==> config.mk <==
export PLATFORM = sky130hd
export DESIGN_NAME = mem_bus_arbiter
export DESIGN_NICKNAME = d
export VERILOG_FILES = /design/src/rtl/mem_bus_arbiter_pkg.sv /design/src/rtl/mem_bus_arbiter_timer.sv /design/src/rtl/mem_bus_arbiter.sv
export SDC_FILE = /design/constraint.sdc
export NUM_CORES = 1
export LEC_CHECK = 0
export ABC_AREA = 1
export BUFFER_PORTS_ARGS = -buffer_cell sky130_fd_sc_hd__clkbuf_2
export CAP_MARGIN = 20
export CORE_AREA = 4 4 41 43
export DETAILED_ROUTE_END_ITERATION = 12
export DIE_AREA = 0 0 45 47
export GPL_TIMING_DRIVEN = 0
export SYNTH_ARGS = -nofsm -noshare
export SYNTH_HDL_FRONTEND = slang
export SYNTH_SLANG_ARGS = --single-unit
==> constraint.sdc <==
create_clock -name clk -period 3.2 [get_ports clk]
set_input_delay 0.32 -clock clk [delete_from_list [all_inputs] [get_ports clk]]
set_output_delay 0.32 -clock clk [all_outputs]
set_load 0.005 [all_outputs]
==> src/rtl/mem_bus_arbiter_pkg.sv <==
// Shared definitions for the memory bus arbiter: FSM state encodings and
// mem_sel owner encodings, plus the state-to-owner mapping.
package mem_bus_arbiter_pkg;

  typedef enum logic [1:0] {
    ARB_IDLE = 2'b00,
    ARB_IF   = 2'b01,
    ARB_D    = 2'b10,
    ARB_DMA  = 2'b11
  } arb_state_t;

  localparam logic [1:0] SEL_NONE = 2'b00;
  localparam logic [1:0] SEL_IF   = 2'b01;
  localparam logic [1:0] SEL_D    = 2'b10;
  localparam logic [1:0] SEL_DMA  = 2'b11;

  // Owner code presented on mem_sel for a given arbiter state.
  function automatic logic [1:0] sel_of(arb_state_t st);
    case (st)
      ARB_IF:  return SEL_IF;
      ARB_D:   return SEL_D;
      ARB_DMA: return SEL_DMA;
      default: return SEL_NONE;
    endcase
  endfunction

endpackage

==> src/rtl/mem_bus_arbiter_timer.sv <==
// Fixed-latency access timer for the memory bus arbiter. Counts the cycles
// of one CPU access (0 .. MEM_LATENCY-1) and flags its first and last cycle.
// Held at zero while clr is high, so it restarts on every state entry.
module mem_bus_arbiter_timer
  import mem_bus_arbiter_pkg::*;
#(
  parameter int MEM_LATENCY = 2
) (
  input  logic clk,
  input  logic reset_n,
  input  logic clr,
  output logic first,
  output logic last
);

  localparam int TW = $clog2(MEM_LATENCY + 1);
  localparam logic [TW-1:0] LAST_CNT = TW'(MEM_LATENCY - 1);

  logic [TW-1:0] count;

  // Count up to the last access cycle and stop there; never wraps.
  always_ff @(posedge clk) begin
    if (!reset_n || clr) begin
      count <= '0;
    end else if (count != LAST_CNT) begin
      count <= count + 1'b1;
    end
  end

  assign first = (count == '0);
  assign last  = (count == LAST_CNT);

endmodule

==> src/rtl/mem_bus_arbiter.sv <==
// Shared memory port arbiter between CPU instruction fetch, CPU data access
// and the DMA controller. Runs fixed-latency CPU accesses, produces the
// IF/D stall signals and hands the bus to DMA only between CPU accesses.
// Optional feature: define ARB_DMA_TIMEOUT_EN to bound how long DMA may hold
// the bus while the CPU is waiting, after which one CPU access is forced.
module mem_bus_arbiter
  import mem_bus_arbiter_pkg::*;
#(
  parameter int WORD_SIZE    = 16,
  parameter int MEM_LATENCY  = 2,
  parameter int DMA_MAX_HOLD = 12
) (
  input  logic       clk,
  input  logic       reset_n,
  input  logic       if_req,
  input  logic       d_req,
  input  logic       dma_br,
  output logic       dma_bg,
  output logic [1:0] mem_sel,
  output logic       mem_start,
  output logic       if_done,
  output logic       d_done,
  output logic       if_stall,
  output logic       d_stall
);

  if (WORD_SIZE < 1 || MEM_LATENCY < 1 || DMA_MAX_HOLD < 1) begin : g_param_check
    $error("mem_bus_arbiter: WORD_SIZE, MEM_LATENCY and DMA_MAX_HOLD must be >= 1");
  end

  arb_state_t state, state_next;
  logic       in_access, acc_first, acc_last, timer_clr;
  logic       cpu_req, dma_ok, hold_expired;

  assign in_access = (state == ARB_IF) || (state == ARB_D);
  assign cpu_req   = if_req | d_req;
  // Restart the timer outside accesses and on the last cycle, so every
  // new access (including back-to-back ones) starts from zero.
  assign timer_clr = ~in_access | acc_last;

  mem_bus_arbiter_timer #(
    .MEM_LATENCY(MEM_LATENCY)
  ) u_timer (
    .clk    (clk),
    .reset_n(reset_n),
    .clr    (timer_clr),
    .first  (acc_first),
    .last   (acc_last)
  );

`ifdef ARB_DMA_TIMEOUT_EN
  localparam int HW = $clog2(DMA_MAX_HOLD + 1);

  logic [HW-1:0] hold;
  logic          preempt;

  assign hold_expired = (state == ARB_DMA) && cpu_req && (hold == HW'(DMA_MAX_HOLD - 1));
  // After a preemption DMA sits out the next decision so one CPU access runs.
  assign dma_ok       = dma_br & ~preempt;

  // Count DMA-owned cycles during which the CPU is waiting; remember a
  // preemption until the following IDLE decision has been made.
  always_ff @(posedge clk) begin
    if (!reset_n) begin
      hold    <= '0;
      preempt <= 1'b0;
    end else begin
      if (state != ARB_DMA) begin
        hold <= '0;
      end else if (cpu_req) begin
        hold <= hold + 1'b1;
      end
      if (hold_expired) begin
        preempt <= 1'b1;
      end else if (state == ARB_IDLE) begin
        preempt <= 1'b0;
      end
    end
  end
`else
  assign hold_expired = 1'b0;
  assign dma_ok       = dma_br;
`endif

  // Fixed priority at a decision point: DMA, then D (older stage), then IF.
  function automatic arb_state_t pick_owner(logic dma, logic d, logic i);
    if (dma)    return ARB_DMA;
    else if (d) return ARB_D;
    else if (i) return ARB_IF;
    else        return ARB_IDLE;
  endfunction

  // State register; reset abandons any access or DMA tenure.
  always_ff @(posedge clk) begin
    if (!reset_n) begin
      state <= ARB_IDLE;
    end else begin
      state <= state_next;
    end
  end

  // Next-state decision and Moore outputs derived from the current state.
  always_comb begin
    state_next = state;
    mem_sel    = sel_of(state);
    dma_bg     = 1'b0;
    mem_start  = 1'b0;
    if_done    = 1'b0;
    d_done     = 1'b0;
    case (state)
      ARB_IDLE: begin
        state_next = pick_owner(dma_ok, d_req, if_req);
      end
      ARB_IF: begin
        mem_start = acc_first;
        if_done   = acc_last;
        if (acc_last) state_next = pick_owner(dma_ok, d_req, if_req);
      end
      ARB_D: begin
        mem_start = acc_first;
        d_done    = acc_last;
        if (acc_last) state_next = pick_owner(dma_ok, d_req, if_req);
      end
      ARB_DMA: begin
        dma_bg = 1'b1;
        if (!dma_br || hold_expired) state_next = ARB_IDLE;
      end
      default: begin
        state_next = ARB_IDLE;
      end
    endcase
  end

  // Stalls are held low while reset is asserted so the block is fully quiet.
  assign if_stall = reset_n & if_req & ~if_done;
  assign d_stall  = reset_n & d_req & ~d_done;

endmodule

### Word level (Yosys, flattened, before mapping)

Index checks and enable logic that the tools add are counted.

* add/subtract/negate cells: 1
* $mul: 0
* div/mod/pow operators: 0
* magnitude comparators: 0
* eq/ne operators: 7
* shift-type cells: 0
* muxes and demuxes: 11
* bitwise operators: 8
* reductions and logical operators: 7

Operators with widths (number)
* case mux 2 bit (3 select lines): 2
* two-way mux 2 bit: 4
* two-way mux 1 bit: 5
* bitwise AND 1 bit: 4
* == test 2 x 1 -> 1 bit, second input constant: 2
* == test 2 bit, second input constant: 2
* zero test 2 bit: 2
* != test 2 x 1 -> 1 bit, second input constant: 2
* inverter 1 bit: 3
* adder 2 x 1 -> 2 bit, second input constant: 1
* logical OR 1 bit: 2
* != test 2 bit, second input constant: 1
* AND reduction 2 bit: 1
* OR reduction 2 bit: 1
* zero test 1 bit: 1
* OR 1 bit: 1

* bits in registers: 4
* bits in latches: 0
* bits in writable memories: 0
* bits in read-only memories: 0
* word-level logic and storage cells: 36
* memories: 0

### Longest topological paths before layout

Gate-level depths: netlist of the first run.

* depth in word-level cells: 5
* gate-level depth with buffers: 7
* depth with buffers taken out: 7

### Hierarchy

From an unflattened synthesis of the first run, not the netlist that was laid out.

* cell total of the unflattened synthesis: 54
* area, all modules: 346.6 sq um

By module, submodules not included
* mem_bus_arbiter: times used 1, cells each 37, area an instance 220.2 sq um, sequential area each 40.0 sq um
* mem_bus_arbiter_timer: times used 1, cells each 17, area an instance 126.4 sq um, sequential area each 40.0 sq um

### Worst setup path before layout of the first run

No wires, ideal clock.

* kind: reg2out
* start: register state[0]
* end: output mem_start
* data arrival time: 0.917 ns
* data required time: 2.880 ns
* path slack: 1.963 ns
* cell stages (with the launch flop): 5
* cell sequence: dfxtp_1 > inv_1 > ha_1 > nand2_1 > inv_1

* word-level cells in the longest chain between the ends: 3
* elaborated cells between the ends (all ways): 4
* those cells by class: eq/ne: 2; mux: 1; reduce/logical: 1

RTL lines
* from (decl): line mem_bus_arbiter.sv:31 `arb_state_t state, state_next;`
* from (signal assigned): line mem_bus_arbiter.sv:98 `state <= state_next;`
* == test 2 x 1 -> 1 bit or == test 2 bit (tied branches): line mem_bus_arbiter.sv:110 `case (state)`
* OR reduction 2 bit (no line) *
* two-way mux 1 bit *: line mem_bus_arbiter.sv:110
* to (decl): line mem_bus_arbiter.sv:20 `output logic mem_start,`

Mark *: on every way between the ends. The rest lies on a longest branch, timed or not.

### Worst setup path in the final report of the first run

Same ends and word-level chain as after synthesis.

==> impl_metrics.yaml, run 1 <==
die:
  start_util: 0.255
  io_pins: 13
  die_width_um: 45
  die_area_sq_um: 2120
  core-area_sq_um: 1300
  rows: 13
  die_h_um: 47
logic_synthesis:
  ys_seq_area_frac: 0.242
  ys_top_cells_by_area: "ha_1, dfxtp_1, nand2_1, inv_1, a21oi_4"
  yosysWarnings: 0
  ys_types: 11
  yosysTopAreaCell: "ha_1"
  postSynthCellCount: 49
  synth.cell_area_sq_um: 332
  yosys_register_bits: 4
  yosys.area.top_type_share: 0.264
  synth_nets: 61
  avgSynthCellArea_sq_um: 6.77
drt:
  vias_per_cell: 4.10
  drt_iter0_markers: 1
  drc: 0
  vias: 324
  topRoutingLayerUsed: "met4"
  route.met3.wl_um: 44
  wl_per_cell_um: 8.28
  wl_met1_um: 264
  wl_met2_um: 331
  postRouteAntennaNets: 0
  drt_wl_total_um: 654
  first_pass_iters: 2
place:
  gp_congestion: 0.691
  portBuffers: 12
  dp.cells: 76
  pre_cts_slack_ns: 1.78
  place_hpwl_um: 581
sta:
  setup_violations: 0
  slew_violations: 0
  rsz0062_at_grt: "false"
  fin_crit_ns: 1.66
  period_share: 0.520
  maxSlewHeadroom: 0.872
  tightest_slew_ns: 0.192
  hold_viol: 0
  setup-tns-final_ns: 0
  finClkSkew_ns: 0.000666
  fmax_mhz: 602
  setup_ws_ns: 1.54
cells_and_area:
  nets: 78
  diodes: 0
  area_growth_pct: 30.6
  fillers: 153
  regArea_sq_um: 80.1
  fin_cells: 79
  multi_input_area_sq_um: 210
  drive_gt1_frac: 0.281
clock_network:
  cts_resized: 0
  cts_hold_buffers: 0
  cts_sinks: 4
  cts_root_buffer: "clkbuf_4"
  clock_latency_ns: 0.23
  postCtsSetupRepairBufs: 0
  cts.path.max_buffers: 2
  cts_tree: "yes"
  h-tree-depth: 1
  clkTransAtPathRegs_ns: 0.04
  cts_buffers: 3
critical_path:
  cp.required_ns: 2.88
  cp-start-kind: "flop"
  cp_max_fo: 5
  critical_path_class: "flop to primary output"
  cp-end-kind: "primary output"
  cp.arrival_ns: 1.34
pwr:
  p_per_area_nw_per_um2: 900
  vdd_drop_max_uv: 347
  finalPower_mw: 0.390
  cellLeakagePower_nw: 0.261
global_route:
  grt.overflow.total: 0
  grt_max_degree: 6
  grt_pass1_vias: 266
  grt_pass1_wl_um: 1020
  antenna_found_initial: 0
  grtUsageTotal: 0.0719
flow_run:
  max-cap-violations: 0
hold_path:
  hold_class: "primary input to flop"
status:
  outcome: "finished clean"
-- final timing paths --
| path | from | endpoint | slack [ns] | cells past startpoint |
|---|---|---|---|---|
| worst max-delay path | state[0] | mem_start | 1.54 | 5 |
| worst min-delay path | reset_n | u_timer.count[0] | 0.37 | 3 |
| worst max register to register | state[0] | state[1] | 1.91 | 5 |
| worst min register to register | u_timer.count[1] | u_timer.count[1] | 0.45 | 2 |
-- cell usage after synthesis --
master / n
a21oi_1: 3
a21oi_4: 1
dfxtp_1: 4
ha_1: 7
inv_1: 10
inv_2: 1
nand2_1: 16
nand3_1: 1
nor2_1: 4
nor3_1: 1
or2_2: 1
-- cell families (layout without fill, tap and decap cells) --
family	count (synthesis)	in the layout	share of synthesized area
DFF	4	4	0.242
and+or+nand+nor	23	23	0.275
buffers and inverters	11	26	0.125
adders and majority gates	7	7	0.264
AOI/OAI and AO/OA	4	4	0.0943
-- worst max-delay path, stage by stage (launching register included) --
cell and delay [ns]:
dfxtp_1 0.40, inv_1 0.09, ha_1 0.39, nand2_1 0.07, inv_1 0.05, clkbuf_2 0.10
-- per-layer routing --
layer / up-vias / GRT usage
li1: 175 / -
met1: 140 / 0.0683
met2: 7 / 0.113
met3: 2 / 0.0345
met4: 0 / 0.0702
met5: - / 0
-- layout by cell type, fill, tap and decap left out --
master and n:
nand2_1 16, clkbuf_2 12, inv_1 10, ha_1 7
nor2_1 4, dfxtp_1 4, a21oi_1 3, clkbuf_4 3
or2_2 1, nor3_1 1, inv_2 1, nand3_1 1
a21oi_4 1
-- sequential cells by signal (all words and copies together), names as in the netlist --
name and flops:
state 2, u_timer.count 2
-- power by group --
part	switching, mW	internal, mW
combinational	0.128	0.106
clock	0.0198	0.0419
sequential	0.0230	0.0714
-- final cells by class --
cell class | count | area share
Clock buffer | 3 | 0.0520
Inverter | 11 | 0.0954
Multi-Input combinational cell | 34 | 0.486
Sequential cell | 4 | 0.185
Tap cell | 15 | 0.0434
Timing Repair Buffer | 12 | 0.139
-- through the flow --
stage	util	cell area [sq um]	hold WS, ns
floorplan	-	332	0.417
global placement	0.315	410	0.440
detailed placement	0.315	410	0.449
CTS	0.333	433	0.375
global route	0.333	433	0.382
finish	0.333	433	0.371
No activity file was read; power rests on OpenSTA's default activity.
==> run 2: changes to the inputs <==
--- a/config.mk
+++ b/config.mk
@@ -5,7 +5,7 @@
 export SDC_FILE = /design/constraint.sdc
 export NUM_CORES = 1
 export LEC_CHECK = 0
-export ABC_AREA = 1
+export ABC_AREA = 0
 export BUFFER_PORTS_ARGS = -buffer_cell sky130_fd_sc_hd__clkbuf_2
 export CAP_MARGIN = 20
 export CORE_AREA = 4 4 41 43
==> constraint.sdc (replaced) <==
create_clock -name clk -period 1.4 [get_ports clk]
set_input_delay 0.14 -clock clk [delete_from_list [all_inputs] [get_ports clk]]
set_output_delay 0.14 -clock clk [all_outputs]
set_load 0.005 [all_outputs]
==> impl_metrics.yaml, run 2 <==
status:
  outcome: "finished clean"
critical_path:
  crit_buf_inv: 2
  cp_max_fo: 4
  startpoint: "state[1]"
  critical_path_class: "flop to primary output"
  worstReg2RegEnd: "state[0]"
  cpLargestDelayFamily: "flip-flops"
  cpMaxStageDelayCell: "dfxtp_2"
  rrSetupSlack_ns: 0.03
  cp.arrival_ns: 1.25
  cp.required_ns: 1.26
  ff2ff_path_depth: 5
  max_stage_delay_ns: 0.32
  cp-end-kind: "primary output"
  cp-start-kind: "flop"
  worstPathCellList: "buf_4 > ha_4 > and2_2 > nor2_1 > clkbuf_2"
  r2r_start: "state[1]"
logic_synthesis:
  async_reset_ff_frac: 0
  yosysWarnings: 0
  yosysTopAreaCell: "ha_1"
  synth.cell_area_sq_um: 307
  synth_nets: 49
  avgSynthCellArea_sq_um: 8.28
  synth_ff_type: "dfxtp_1"
  ys_types: 13
  postSynthCellCount: 37
  synth_edf_count: 0
  netlist_top_cells_count: "ha_1, nor2_1, inv_1"
  yosys_register_bits: 4
  ys_top_cells_by_area: "ha_1, dfxtp_1, nor2_1, inv_1, and2_2"
  yosys.area.top_type_share: 0.286
  synth.most_common_cell: "ha_1"
  ys_seq_area_frac: 0.261
clock_network:
  cts_sinks: 4
  cts_buffers: 3
  cts_hold_buffers: 0
  cts.path.max_buffers: 2
  clock_latency_ns: 0.23
  clkTransAtPathRegs_ns: 0.03
  cts_root_buffer: "clkbuf_4"
  h-tree-depth: 1
  cts_tree: "yes"
sta:
  setup-tns-final_ns: 0
  rsz0062_at_grt: "true"
  period_share: 0.995
  tightest_slew_ns: 0.169
  slew_violations: 0
  whs_ns: 0.200
  fin_crit_ns: 1.39
  hold_viol: 0
  maxSlewHeadroom: 0.887
  finClkSkew_ns: 0.000890
  fmax_mhz: 718
  setup_violations: 0
global_route:
  grt_pass1_vias: 260
  grtUsageTotal: 0.0696
  antenna_found_initial: 0
  grt.overflow.total: 0
  grt_pass1_wl_um: 1010
  grt_max_degree: 8
cells_and_area:
  final_util: 0.381
  regArea_sq_um: 85.1
  area_growth_pct: 61.6
  layout_common_cells: "clkbuf_2, nor2_1, nand2_1, ha_4"
  fillers: 139
  diodes: 0
  nets: 68
  final_common_cell: "clkbuf_2"
  drive_gt1_frac: 0.611
  top_regs: "state (2), u_timer.count (2)"
  multi_input_area_sq_um: 269
hold_path:
  hold_depth: 3
  hold_end: "state[1]"
  holdCritStartpoint: "dma_br"
  hold_class: "primary input to flop"
pwr:
  vdd_drop_max_uv: 584
  p_per_area_nw_per_um2: 1800
  finalPower_mw: 0.892
  cellLeakagePower_nw: 0.241
drt:
  wl_per_cell_um: 9.49
  drt_iter0_markers: 0
  postRouteAntennaNets: 0
  vias_per_cell: 4.06
  drt_wl_total_um: 655
  drc: 0
  vias: 280
  first_pass_iters: 1
place:
  portBuffers: 12
  place_hpwl_um: 517
  gp_congestion: 0.727
flow_run:
  max-cap-violations: 0
die:
  rows: 13
  die_area_sq_um: 2120
  start_util: 0.236
  core-area_sq_um: 1300
  io_pins: 13
  die_width_um: 45
  die_h_um: 47
## run 2: cell count changes in the layout (fill, tap and decap cells not counted), moves of 4 or more
cell / previous run / this run
ha_1: 7 / 3
ha_4: 0 / 4
inv_1: 10 / 3
nand2_1: 16 / 4
## run 2: worst register-to-register path, delay by kind of cell (launching register included)
kind                     cells  cell delay (ns)
AO/OA/AOI/OAI                1             0.14
adder cells (fa/ha/maj)      1             0.23
buffers and inverters        1             0.06
flip-flops                   1             0.33
AND/OR/NAND/NOR              2             0.53
## run 2: how the worst max path moves through the flow
stage	endpoint	depth (start not counted)
CTS	mem_sel[0]	4
floorplan	state[1]	5
detailed placement	state[1]	5
finish	d_stall	5
global route	state[1]	5
global placement	state[1]	5
## run 2: layout make-up
class | instances | share of cell area
clock buffers | 3 | 0.0455
inverters | 5 | 0.0429
multi-input cells | 28 | 0.543
flip-flops and latches | 4 | 0.172
well taps | 15 | 0.0379
repair buffers | 14 | 0.159
## run 2: cells by family (layout without fill, tap and decap cells)
group | after synthesis | count (layout) | share of synthesized area
AND/OR/NAND/NOR | 18 | 18 | 0.335
adder cells (fa/ha/maj) | 7 | 7 | 0.286
buffers and inverters | 5 | 22 | 0.0612
flip-flops | 4 | 4 | 0.261
AO/OA/AOI/OAI | 3 | 3 | 0.0571
## run 2: report_power, final
group / internal (mW) / total (mW) / switching (mW)
registers: 0.165 / 0.201 / 0.0357
logic: 0.301 / 0.556 / 0.255
clock network: 0.0954 / 0.136 / 0.0403
## run 2: metal layers
layer	GRT usage	wire (um)	vias up
li1	-	-	151
met1	0.0797	266	121
met2	0.105	336	8
met3	0.0153	52	0
met4	0.0702	0	0
met5	0	0	-
## run 2: repair_timing
item | CTS | global route
buffers inserted | 2 | 0
resized for setup | 10 | 6
setup endpoints to repair | 3 | 5
pin swaps | 5 | 0
## run 2: stage by stage
step	cells	instance area, sq um	setup WS (ns)
6_report	69	495	0.00659
2_1_floorplan	37	309	0.00513
5_1_grt	69	495	-0.0298
3_5_place_dp	64	388	-0.105
4_1_cts	69	464	-0.0111
3_3_place_gp	64	388	-0.0719
==> run 3: changes to the inputs <==
--- a/config.mk
+++ b/config.mk
@@ -8,10 +8,13 @@
 export ABC_AREA = 0
 export BUFFER_PORTS_ARGS = -buffer_cell sky130_fd_sc_hd__clkbuf_2
 export CAP_MARGIN = 20
+export CELL_PAD_IN_SITES_DETAIL_PLACEMENT = 1
+export CELL_PAD_IN_SITES_GLOBAL_PLACEMENT = 1
 export CORE_AREA = 4 4 41 43
 export DETAILED_ROUTE_END_ITERATION = 12
 export DIE_AREA = 0 0 45 47
 export GPL_TIMING_DRIVEN = 0
+export PLACE_DENSITY_LB_ADDON = 0.1
 export SYNTH_ARGS = -nofsm -noshare
 export SYNTH_HDL_FRONTEND = slang
 export SYNTH_SLANG_ARGS = --single-unit
==> impl_metrics.yaml, run 3 (synthesis gave the netlist of run 2 again) <==
die:
  die_width_um: 45
  rows: 13
  die_area_sq_um: 2120
  io_pins: 13
  start_util: 0.236
  die_h_um: 47
  core-area_sq_um: 1300
critical_path:
  cpLargestDelayFamily: "simple AND/OR/NAND/NOR gates"
  cpMaxStageDelayCell: "dfxtp_4"
  crit_buf_inv: 1
  worstReg2RegEnd: "state[1]"
  cp.depth: 5
  ff2ff_path_depth: 5
  startpoint: "state[1]"
  cp.arrival_ns: 1.54
  setup.worst_path.end: "state[1]"
  critical_path_class: "flop to flop"
  r2r_start: "state[1]"
  cp-start-kind: "flop"
  max_stage_delay_ns: 0.38
  rrSetupSlack_ns: 0.02
  cp_max_fo: 5
  cp-end-kind: "flop"
  worstPathCellList: "inv_4 > ha_4 > nor2b_4 > or3b_4 > o22ai_2"
  cp.required_ns: 1.55
cells_and_area:
  nets: 67
  fillers: 171
  final_common_cell: "clkbuf_2"
  area_growth_pct: 52.7
  drive_gt1_frac: 0.679
  layout_common_cells: "clkbuf_2, nand2_1, nor2_1, ha_2"
  multi_input_area_sq_um: 250
  fin_cells: 68
  final_util: 0.360
  top_regs: "state (2), u_timer.count (2)"
  regArea_sq_um: 87.6
  diodes: 0
sta:
  finClkSkew_ns: 0.000642
  maxSlewHeadroom: 0.854
  rsz0062_at_grt: "true"
  period_share: 0.989
  tightest_slew_ns: 0.219
  setup_violations: 0
  fmax_mhz: 722
  fin_crit_ns: 1.38
  setup-tns-final_ns: 0
  hold_viol: 0
  slew_violations: 0
  whs_ns: 0.209
global_route:
  grtUsageTotal: 0.0956
  grt_max_degree: 8
  grt.overflow.total: 0
  grt_pass1_wl_um: 1390
  antenna_found_initial: 0
  grt_pass1_vias: 324
pwr:
  vdd_drop_max_uv: 801
  power.share.clock: 0.163
  p_per_area_nw_per_um2: 1850
  pwr-share-comb: 0.578
  internal_power_mw: 0.545
  p_switching_mw: 0.319
  cellLeakagePower_nw: 0.232
  switching_share: 0.369
  seq_power_share: 0.259
drt:
  first_pass_iters: 2
  vias_per_cell: 4.32
  wl_per_cell_um: 11.4
  postRouteAntennaNets: 0
  vias: 294
  drc: 0
  drt_iter0_markers: 2
  drt_wl_total_um: 772
clock_network:
  cts_tree: "yes"
  clkTransAtPathRegs_ns: 0.04
  cts.path.max_buffers: 2
  cts_sinks: 4
  h-tree-depth: 1
  clock_latency_ns: 0.23
  cts_root_buffer: "clkbuf_4"
  cts_buffers: 3
hold_path:
  hold_depth: 3
  hold_class: "primary input to flop"
place:
  gp_congestion: 0.651
  portBuffers: 12
  dp.cells: 64
status:
  outcome: "finished clean"
flow_run:
  max-cap-violations: 0
## run 3: changes by cell type in the layout (fill, tap and decap cells not counted), sizes merged
cell / before / now
clkbuf: 14 / 13
## run 3: worst register-to-register path, cell delays in order (launching register included)
cell and delay [ns]:
dfxtp_4 0.38, inv_4 0.05, ha_4 0.23, nor2b_4 0.13
or3b_4 0.38, o22ai_2 0.14
## run 3: power by group through the flow
stage	combinational [mW]	sequential, mW	clock [mW]
global route	0.575	0.233	0.160
floorplan	0.258	0.192	0
detailed placement	0.400	0.205	0
CTS	0.462	0.218	0.152
finish	0.500	0.224	0.141
global placement	0.372	0.202	0
## run 3: layer usage
layer / vias to the layer above / wire (um) / global-route usage
li1: 149 / - / -
met1: 132 / 298 / 0.100
met2: 11 / 397 / 0.155
met3: 2 / 63 / 0.0268
met4: 0 / 12 / 0.0877
met5: - / 0 / 0
## run 3: what timing repair did
action                                  4_1_cts  5_1_grt
hold buffers                                  0        0
buffers inserted                              1        1
gates resized for setup                      10        7
endpoints found under the setup margin        5        5
pin swaps                                     4        1
## run 3: how the worst min path moves through the flow
stage                     startpoint        to  slack (ns)
after detailed placement      dma_br  state[0]        0.44
after floorplan               dma_br  state[0]        0.28
after CTS                     dma_br  state[0]        0.19
final                         dma_br  state[0]        0.21
after global routing          dma_br  state[1]        0.22
after global placement        dma_br  state[0]        0.43
## run 3: final cells by class
class / instances / area share
multi-input combinational: 28 / 0.535
tap: 15 / 0.0401
sequential: 4 / 0.187
clock buffer: 3 / 0.0481
inverter: 5 / 0.0455
timing repair buffer: 13 / 0.144
## run 3: stage by stage
step | worst slack, ns | instance area (sq um) | power, mW
6_report | 0.0151 | 468 | 0.864
5_1_grt | -0.0317 | 468 | 0.969
4_1_cts | 0.00198 | 444 | 0.832
3_5_place_dp | -0.133 | 388 | 0.604
3_3_place_gp | -0.0728 | 388 | 0.574
2_1_floorplan | 0.00513 | 309 | 0.451
